<file path="src/rtl/agu_sequencer.sv">
// agu_sequencer: sequences one AGU transfer (accept, clear, load, per-beat enables, done).
// Optional AGU_SEQ_PERF_EN adds the perf_stall_cycles stall counter output.
module agu_sequencer #(
    parameter int LEN_W    = 16,
    parameter int FB_DEPTH = 64
) (
    input  logic             sys_clk,
    input  logic             sys_rst_n,
    input  logic             tr_valid,
    output logic             tr_ready,
    input  logic [39:0]      tr_addresses,
    input  logic [3:0]       tr_control,
    input  logic [LEN_W-1:0] tr_length,
    input  logic             beat_stall,
    input  logic             abort,
    output logic [39:0]      latch_tr_addresses,
    output logic [3:0]       latch_tr_control,
    output logic             clear_agu,
    output logic             mem_gen_ldinit,
    output logic             byte_gen_ldinit,
    output logic             rc_gen_ldinit,
    output logic             mem_gen_enable,
    output logic             byte_gen_enable,
    output logic             fb_gen_enable,
    output logic             rc_gen_enable,
    output logic             busy,
    output logic             done,
`ifdef AGU_SEQ_PERF_EN
    output logic [31:0]      perf_stall_cycles,
`endif
    output logic [LEN_W-1:0] beat_count
);
    localparam int FB_W = (FB_DEPTH > 1) ? $clog2(FB_DEPTH) : 1;

    typedef enum logic [2:0] {IDLE, CLEAR, LOAD, RUN, DONE} state_t;

    state_t           state_q, state_d;
    logic [39:0]      addr_q, addr_d;
    logic [3:0]       ctrl_q, ctrl_d;
    logic [LEN_W-1:0] len_q, len_d;
    logic [LEN_W-1:0] cnt_q, cnt_d;
    logic [FB_W-1:0]  fb_q, fb_d;
    logic             abort_clr_q, abort_clr_d;
    logic             accept;
    logic             beat;

    // Next-state, descriptor capture and beat decode
    always_comb begin
        state_d     = state_q;
        addr_d      = addr_q;
        ctrl_d      = ctrl_q;
        len_d       = len_q;
        cnt_d       = cnt_q;
        fb_d        = fb_q;
        abort_clr_d = 1'b0;
        accept      = 1'b0;
        beat        = 1'b0;
        case (state_q)
            IDLE: if (tr_valid) begin
                accept  = 1'b1;
                addr_d  = tr_addresses;
                ctrl_d  = tr_control;
                len_d   = tr_length;
                cnt_d   = '0;
                fb_d    = '0;
                state_d = (tr_length == '0) ? DONE : CLEAR;
            end
            CLEAR: begin
                state_d     = abort ? IDLE : LOAD;
                abort_clr_d = abort;
            end
            LOAD: begin
                state_d     = abort ? IDLE : RUN;
                abort_clr_d = abort;
            end
            RUN: if (abort) begin
                state_d     = IDLE;
                abort_clr_d = 1'b1;
            end else if (!beat_stall) begin
                beat  = 1'b1;
                cnt_d = cnt_q + LEN_W'(1);
                fb_d  = fb_q + FB_W'(1);
                if (cnt_q == len_q - LEN_W'(1)) state_d = DONE;
            end
            DONE:    state_d = IDLE;
            default: state_d = IDLE;
        endcase
    end

    // State and datapath registers
    always_ff @(posedge sys_clk or negedge sys_rst_n) begin
        if (!sys_rst_n) begin
            state_q     <= IDLE;
            addr_q      <= '0;
            ctrl_q      <= '0;
            len_q       <= '0;
            cnt_q       <= '0;
            fb_q        <= '0;
            abort_clr_q <= 1'b0;
        end else begin
            state_q     <= state_d;
            addr_q      <= addr_d;
            ctrl_q      <= ctrl_d;
            len_q       <= len_d;
            cnt_q       <= cnt_d;
            fb_q        <= fb_d;
            abort_clr_q <= abort_clr_d;
        end
    end

    assign tr_ready           = (state_q == IDLE);
    assign busy               = (state_q != IDLE);
    assign done               = (state_q == DONE);
    assign clear_agu          = (state_q == CLEAR) | abort_clr_q;
    assign mem_gen_ldinit     = (state_q == LOAD);
    assign byte_gen_ldinit    = (state_q == LOAD);
    assign rc_gen_ldinit      = (state_q == LOAD);
    assign mem_gen_enable     = beat;
    assign byte_gen_enable    = beat;
    assign fb_gen_enable      = beat;
    assign rc_gen_enable      = beat & (fb_q == FB_W'(FB_DEPTH - 1));
    assign latch_tr_addresses = addr_q;
    assign latch_tr_control   = ctrl_q;
    assign beat_count         = cnt_q;

`ifdef AGU_SEQ_PERF_EN
    logic [31:0] perf_q, perf_d;

    // Saturating count of stalled RUN cycles, restarted on each accept
    always_comb begin
        perf_d = accept ? '0 :
                 (state_q == RUN && beat_stall && perf_q != '1) ? perf_q + 32'd1 : perf_q;
    end

    // Stall counter register
    always_ff @(posedge sys_clk or negedge sys_rst_n) begin
        if (!sys_rst_n) perf_q <= '0;
        else            perf_q <= perf_d;
    end

    assign perf_stall_cycles = perf_q;
`endif
endmodule

</file>
<file path="config.mk">
export PLATFORM = sky130hd
export DESIGN_NAME = agu_sequencer
export DESIGN_NICKNAME = d
export VERILOG_FILES = /design/src/rtl/agu_sequencer.sv
export SDC_FILE = /design/constraint.sdc
export NUM_CORES = 1
export LEC_CHECK = 0
export CAP_MARGIN = 5
export CORE_MARGIN = 5
export CORE_UTILIZATION = 46
export CTS_CLUSTER_SIZE = 12
export DETAILED_ROUTE_END_ITERATION = 16
export PLACE_DENSITY = 0.8
export SETUP_SLACK_MARGIN = 0.3
export SLEW_MARGIN = 20
export SYNTH_ARGS = -nofsm -noshare
export SYNTH_HDL_FRONTEND = slang
export SYNTH_SLANG_ARGS = --single-unit
</file>
<file path="constraint.sdc">
create_clock -name sys_clk -period 3.06 [get_ports sys_clk]
set_input_delay 0.765 -clock sys_clk [delete_from_list [all_inputs] [get_ports sys_clk]]
set_output_delay 0.765 -clock sys_clk [all_outputs]
set_load 0.01 [all_outputs]
</file>
==> impl_metrics.xml <==
<?xml version="1.0" encoding="UTF-8"?>
<metrics>
  <group name="layout">
    <metric name="final_common_cell" unit="">clkdlybuf4s50_1</metric>
    <metric name="register_area" unit="mm2">0.00215</metric>
    <metric name="final_design_area_no_fill" unit="mm2">0.00576</metric>
    <metric name="mostFrequentLayoutCells" unit="">clkdlybuf4s50_1 (130), dfrtp_1 (86), mux2_2 (58)</metric>
    <metric name="diodes" unit="">0</metric>
    <metric name="final_layout_size_suffix_gt1_frac" unit="">0.189</metric>
    <metric name="multiInputGateArea" unit="mm2">0.00183</metric>
    <metric name="num-nets-final" unit="">550</metric>
    <metric name="fillCellCount" unit="">670</metric>
    <metric name="syn2layout_area_growth" unit="%">40.5</metric>
  </group>
  <group name="drt">
    <metric name="drt_drc_violations_left" unit="">0</metric>
    <metric name="vias" unit="">3181</metric>
    <metric name="drt_first_iter_violations" unit="">116</metric>
    <metric name="routed_wire_per_std_cell" unit="um">16.6</metric>
    <metric name="drtPass1Iterations" unit="">4</metric>
    <metric name="routed_via_density" unit="">5.36</metric>
    <metric name="routed_wirelength" unit="um">9850</metric>
    <metric name="antenna_violating_nets_post_route" unit="">0</metric>
  </group>
  <group name="worst_setup_path">
    <metric name="timing.critical_path.to_type" unit="">primary output</metric>
    <metric name="crit_required" unit="ps">2290</metric>
    <metric name="critPathLaunchType" unit="">input pin</metric>
    <metric name="crit_type" unit="">input pin to primary output</metric>
    <metric name="timing.reg2reg.worst_path_depth" unit="">6</metric>
    <metric name="crit_path_max_fanout" unit="">4</metric>
    <metric name="timing.critical_path.arrival" unit="ps">1940</metric>
  </group>
  <group name="synth">
    <metric name="mappedNetlistArea" unit="mm2">0.00410</metric>
    <metric name="synth.ff_latch_count" unit="">86</metric>
    <metric name="number_of_enable_flip_flop_cells_after_synthesis" unit="">0</metric>
    <metric name="synth_fp_nets" unit="">414</metric>
    <metric name="main_flop_type_after_synthesis" unit="">dfrtp_1</metric>
    <metric name="synth.avg_cell_area" unit="um2">11.9</metric>
    <metric name="synth_warnings" unit="">0</metric>
    <metric name="synth.lib_cells_used.distinct" unit="">44</metric>
    <metric name="ys_seq_area_frac" unit="">0.525</metric>
    <metric name="netlist_instances" unit="">346</metric>
    <metric name="async_reset_ff_frac" unit="">1.00</metric>
  </group>
  <group name="floorplan">
    <metric name="die_h" unit="um">104</metric>
    <metric name="floorplan.rows" unit="">34</metric>
    <metric name="starting_utilization_of_the_core_area" unit="">0.470</metric>
    <metric name="floorplan.core_area" unit="mm2">0.00872</metric>
    <metric name="die_w" unit="um">104</metric>
    <metric name="floorplan.io_pins" unit="">136</metric>
    <metric name="die_footprint" unit="mm2">0.0109</metric>
  </group>
  <group name="global_routing">
    <metric name="grt.total_usage" unit="">0.187</metric>
    <metric name="via_count_of_the_first_global_routing_pass" unit="">3308</metric>
    <metric name="grt_antenna_before_repair" unit="">0</metric>
    <metric name="grt_remaining_overflow" unit="">0</metric>
    <metric name="grt_first_pass_wirelength" unit="um">16600</metric>
    <metric name="largest_net_degree_at_the_start_of_global_routing" unit="">46</metric>
  </group>
  <group name="clock_network">
    <metric name="clock_pin_transition_on_the_worst_setup_and_hold_timing_paths" unit="ps">80</metric>
    <metric name="tritoncts_num_sinks" unit="">86</metric>
    <metric name="tritoncts_clock_tree" unit="">done</metric>
    <metric name="htreeDepth" unit="">3</metric>
    <metric name="cts_root_buffer" unit="">clkbuf_8</metric>
    <metric name="clk_latency" unit="ps">350</metric>
    <metric name="cts_buffer_depth" unit="">2</metric>
    <metric name="tritoncts_buffer_count" unit="">9</metric>
  </group>
  <group name="power">
    <metric name="vdd.ir_drop.worst" unit="mV">0.371</metric>
    <metric name="p_leak" unit="nW">2.37</metric>
    <metric name="powerDensity" unit="mW/mm2">632</metric>
    <metric name="design_power_total" unit="mW">3.64</metric>
  </group>
  <group name="outcome">
    <metric name="outcome" unit="">finished, final reports clean</metric>
  </group>
  <group name="sta">
    <metric name="period_needed" unit="ps">2710</metric>
    <metric name="worst_slew_pin_slew" unit="ps">742</metric>
    <metric name="timing.clock.skew" unit="ps">11.0</metric>
    <metric name="fin_crit_sh" unit="">0.886</metric>
    <metric name="rsz0062_at_grt" unit="">yes</metric>
    <metric name="final_setup_violation_count" unit="">0</metric>
    <metric name="relSlewSlack" unit="">0.501</metric>
    <metric name="final-hold-violation-count" unit="">0</metric>
    <metric name="setup_tns" unit="ps">0</metric>
    <metric name="final_max_slew_viol_count" unit="">0</metric>
    <metric name="achievable-frequency" unit="MHz">369</metric>
  </group>
  <group name="placed_design">
    <metric name="dp_hpwl" unit="um">7520</metric>
    <metric name="port-buffer-count" unit="">135</metric>
    <metric name="weighted_congestion_at_the_end_of_routability_driven_global_placement" unit="">0.829</metric>
    <metric name="instance_area_after_placement" unit="mm2">0.00559</metric>
  </group>
  <group name="hold_path">
    <metric name="worst_hold_path_type" unit="">input pin to asynchronous set/reset pin</metric>
  </group>
  <group name="run">
    <metric name="cap_viol_max_count" unit="">0</metric>
  </group>
</metrics>
synthesized netlist by cell type (3+ instances only):
| master | number | area share |
|---|---|---|
| ha_1 | 3 | 0.0092 |
| nand4_1 | 8 | 0.012 |
| a21oi_1 | 8 | 0.0098 |
| xnor2_1 | 16 | 0.034 |
| mux2_2 | 58 | 0.16 |
| clkbuf_1 | 10 | 0.0092 |
| nand2_1 | 16 | 0.015 |
| inv_1 | 4 | 0.0037 |
| a31oi_1 | 3 | 0.0046 |
| nor3_1 | 6 | 0.0073 |
| buf_2 | 4 | 0.0049 |
| nor2_1 | 29 | 0.027 |
| dfrtp_1 | 86 | 0.52 |
| and2_1 | 5 | 0.0076 |
| or4_1 | 3 | 0.0055 |
| xor2_1 | 21 | 0.045 |
| and4_1 | 5 | 0.011 |
| nand3_1 | 7 | 0.0085 |
| nor4_1 | 9 | 0.014 |
| nand2b_1 | 3 | 0.0046 |
| o21ai_0 | 5 | 0.0061 |
| buf_4 | 4 | 0.0073 |
metal layers:
layer  routed length, um  track usage  vias to the layer above  part of all wire
met2                4570        0.292                      117              0.46
met3                1110       0.0931                       15              0.11
met1                4020        0.221                     1544              0.41
met5                   0            0                        -                 0
li1                    -            -                     1505                 -
met4                 152       0.0657                        0             0.015
layout make-up:
type	instances	share of cell area
Sequential cell	86	0.374
Multi-Input combinational cell	236	0.318
Timing Repair Buffer	145	0.252
Clock buffer	12	0.0269
Tap cell	108	0.0235
Clock inverter	3	0.00348
Inverter	4	0.00261
through the flow:
| stage | std cells | setup slack [ps] | utilization | hold WS, ps |
|---|---|---|---|---|
| after CTS | 594 | 290 | 0.661 | 401 |
| after global placement | 579 | 2.44 | 0.641 | 481 |
| after floorplan | 346 | 462 | - | 468 |
| after global routing | 594 | 290 | 0.661 | 432 |
| after detailed placement | 579 | -21.5 | 0.641 | 494 |
| final | 594 | 350 | 0.661 | 391 |
worst paths after layout:
path | start | endpoint | slack [ps]
setup / recovery | abort | fb_gen_enable | 350
hold / removal | sys_rst_n | latch_tr_addresses[7]$_DFFE_PN0P_ | 390
setup reg to reg | len_q[0]$_DFFE_PN0P_ | state_q[0]$_DFFE_PN0P_ | 640
hold reg to reg | fb_q[0]$_DFFE_PN0P_ | fb_q[0]$_DFFE_PN0P_ | 510
max in group asynchronous | sys_rst_n | beat_count[13]$_DFFE_PN0P_ | 2020
min in group sys_clk | fb_q[0]$_DFFE_PN0P_ | fb_q[0]$_DFFE_PN0P_ | 510
what timing repair did:
action / CTS / global route
gates cloned: 0 / 0
endpoints found under the setup margin: 4 / 3
gates resized for setup: 4 / 2
pin swaps: 1 / 0
hold buffers: 0 / 0
buffers inserted: 0 / 0
report_power, final:
part           switching [mW]  total, mW  internal, mW  leakage (nW)
registers               0.217       1.62          1.40          1.06
logic                   0.515       1.30         0.783          1.22
clock network           0.391      0.725         0.334        0.0845
flip-flops by register name (all words and copies together), names as in the netlist:
name                cells
abort_clr_q             1
beat_count             16
fb_q                    6
latch_tr_addresses     40
latch_tr_control        4
len_q                  16
state_q                 3
kinds of logic after synthesis:
kind of cell	count (synthesis)	share of synthesized area
AND/OR/NAND/NOR	106	0.142
XOR/XNOR	37	0.0790
multiplexers	60	0.164
buffers and inverters	24	0.0305
AO/OA/AOI/OAI	30	0.0507
adder cells (fa/ha/maj)	3	0.00916
flip-flops	86	0.525
critical path, cell delays in order:
cell and delay [ps]:
clkdlybuf4s50_1 410, nand2b_1 180, nor3_2 160, buf_4 160
dlygate4sd2_1 270
Power figures use the tool's default switching activity.
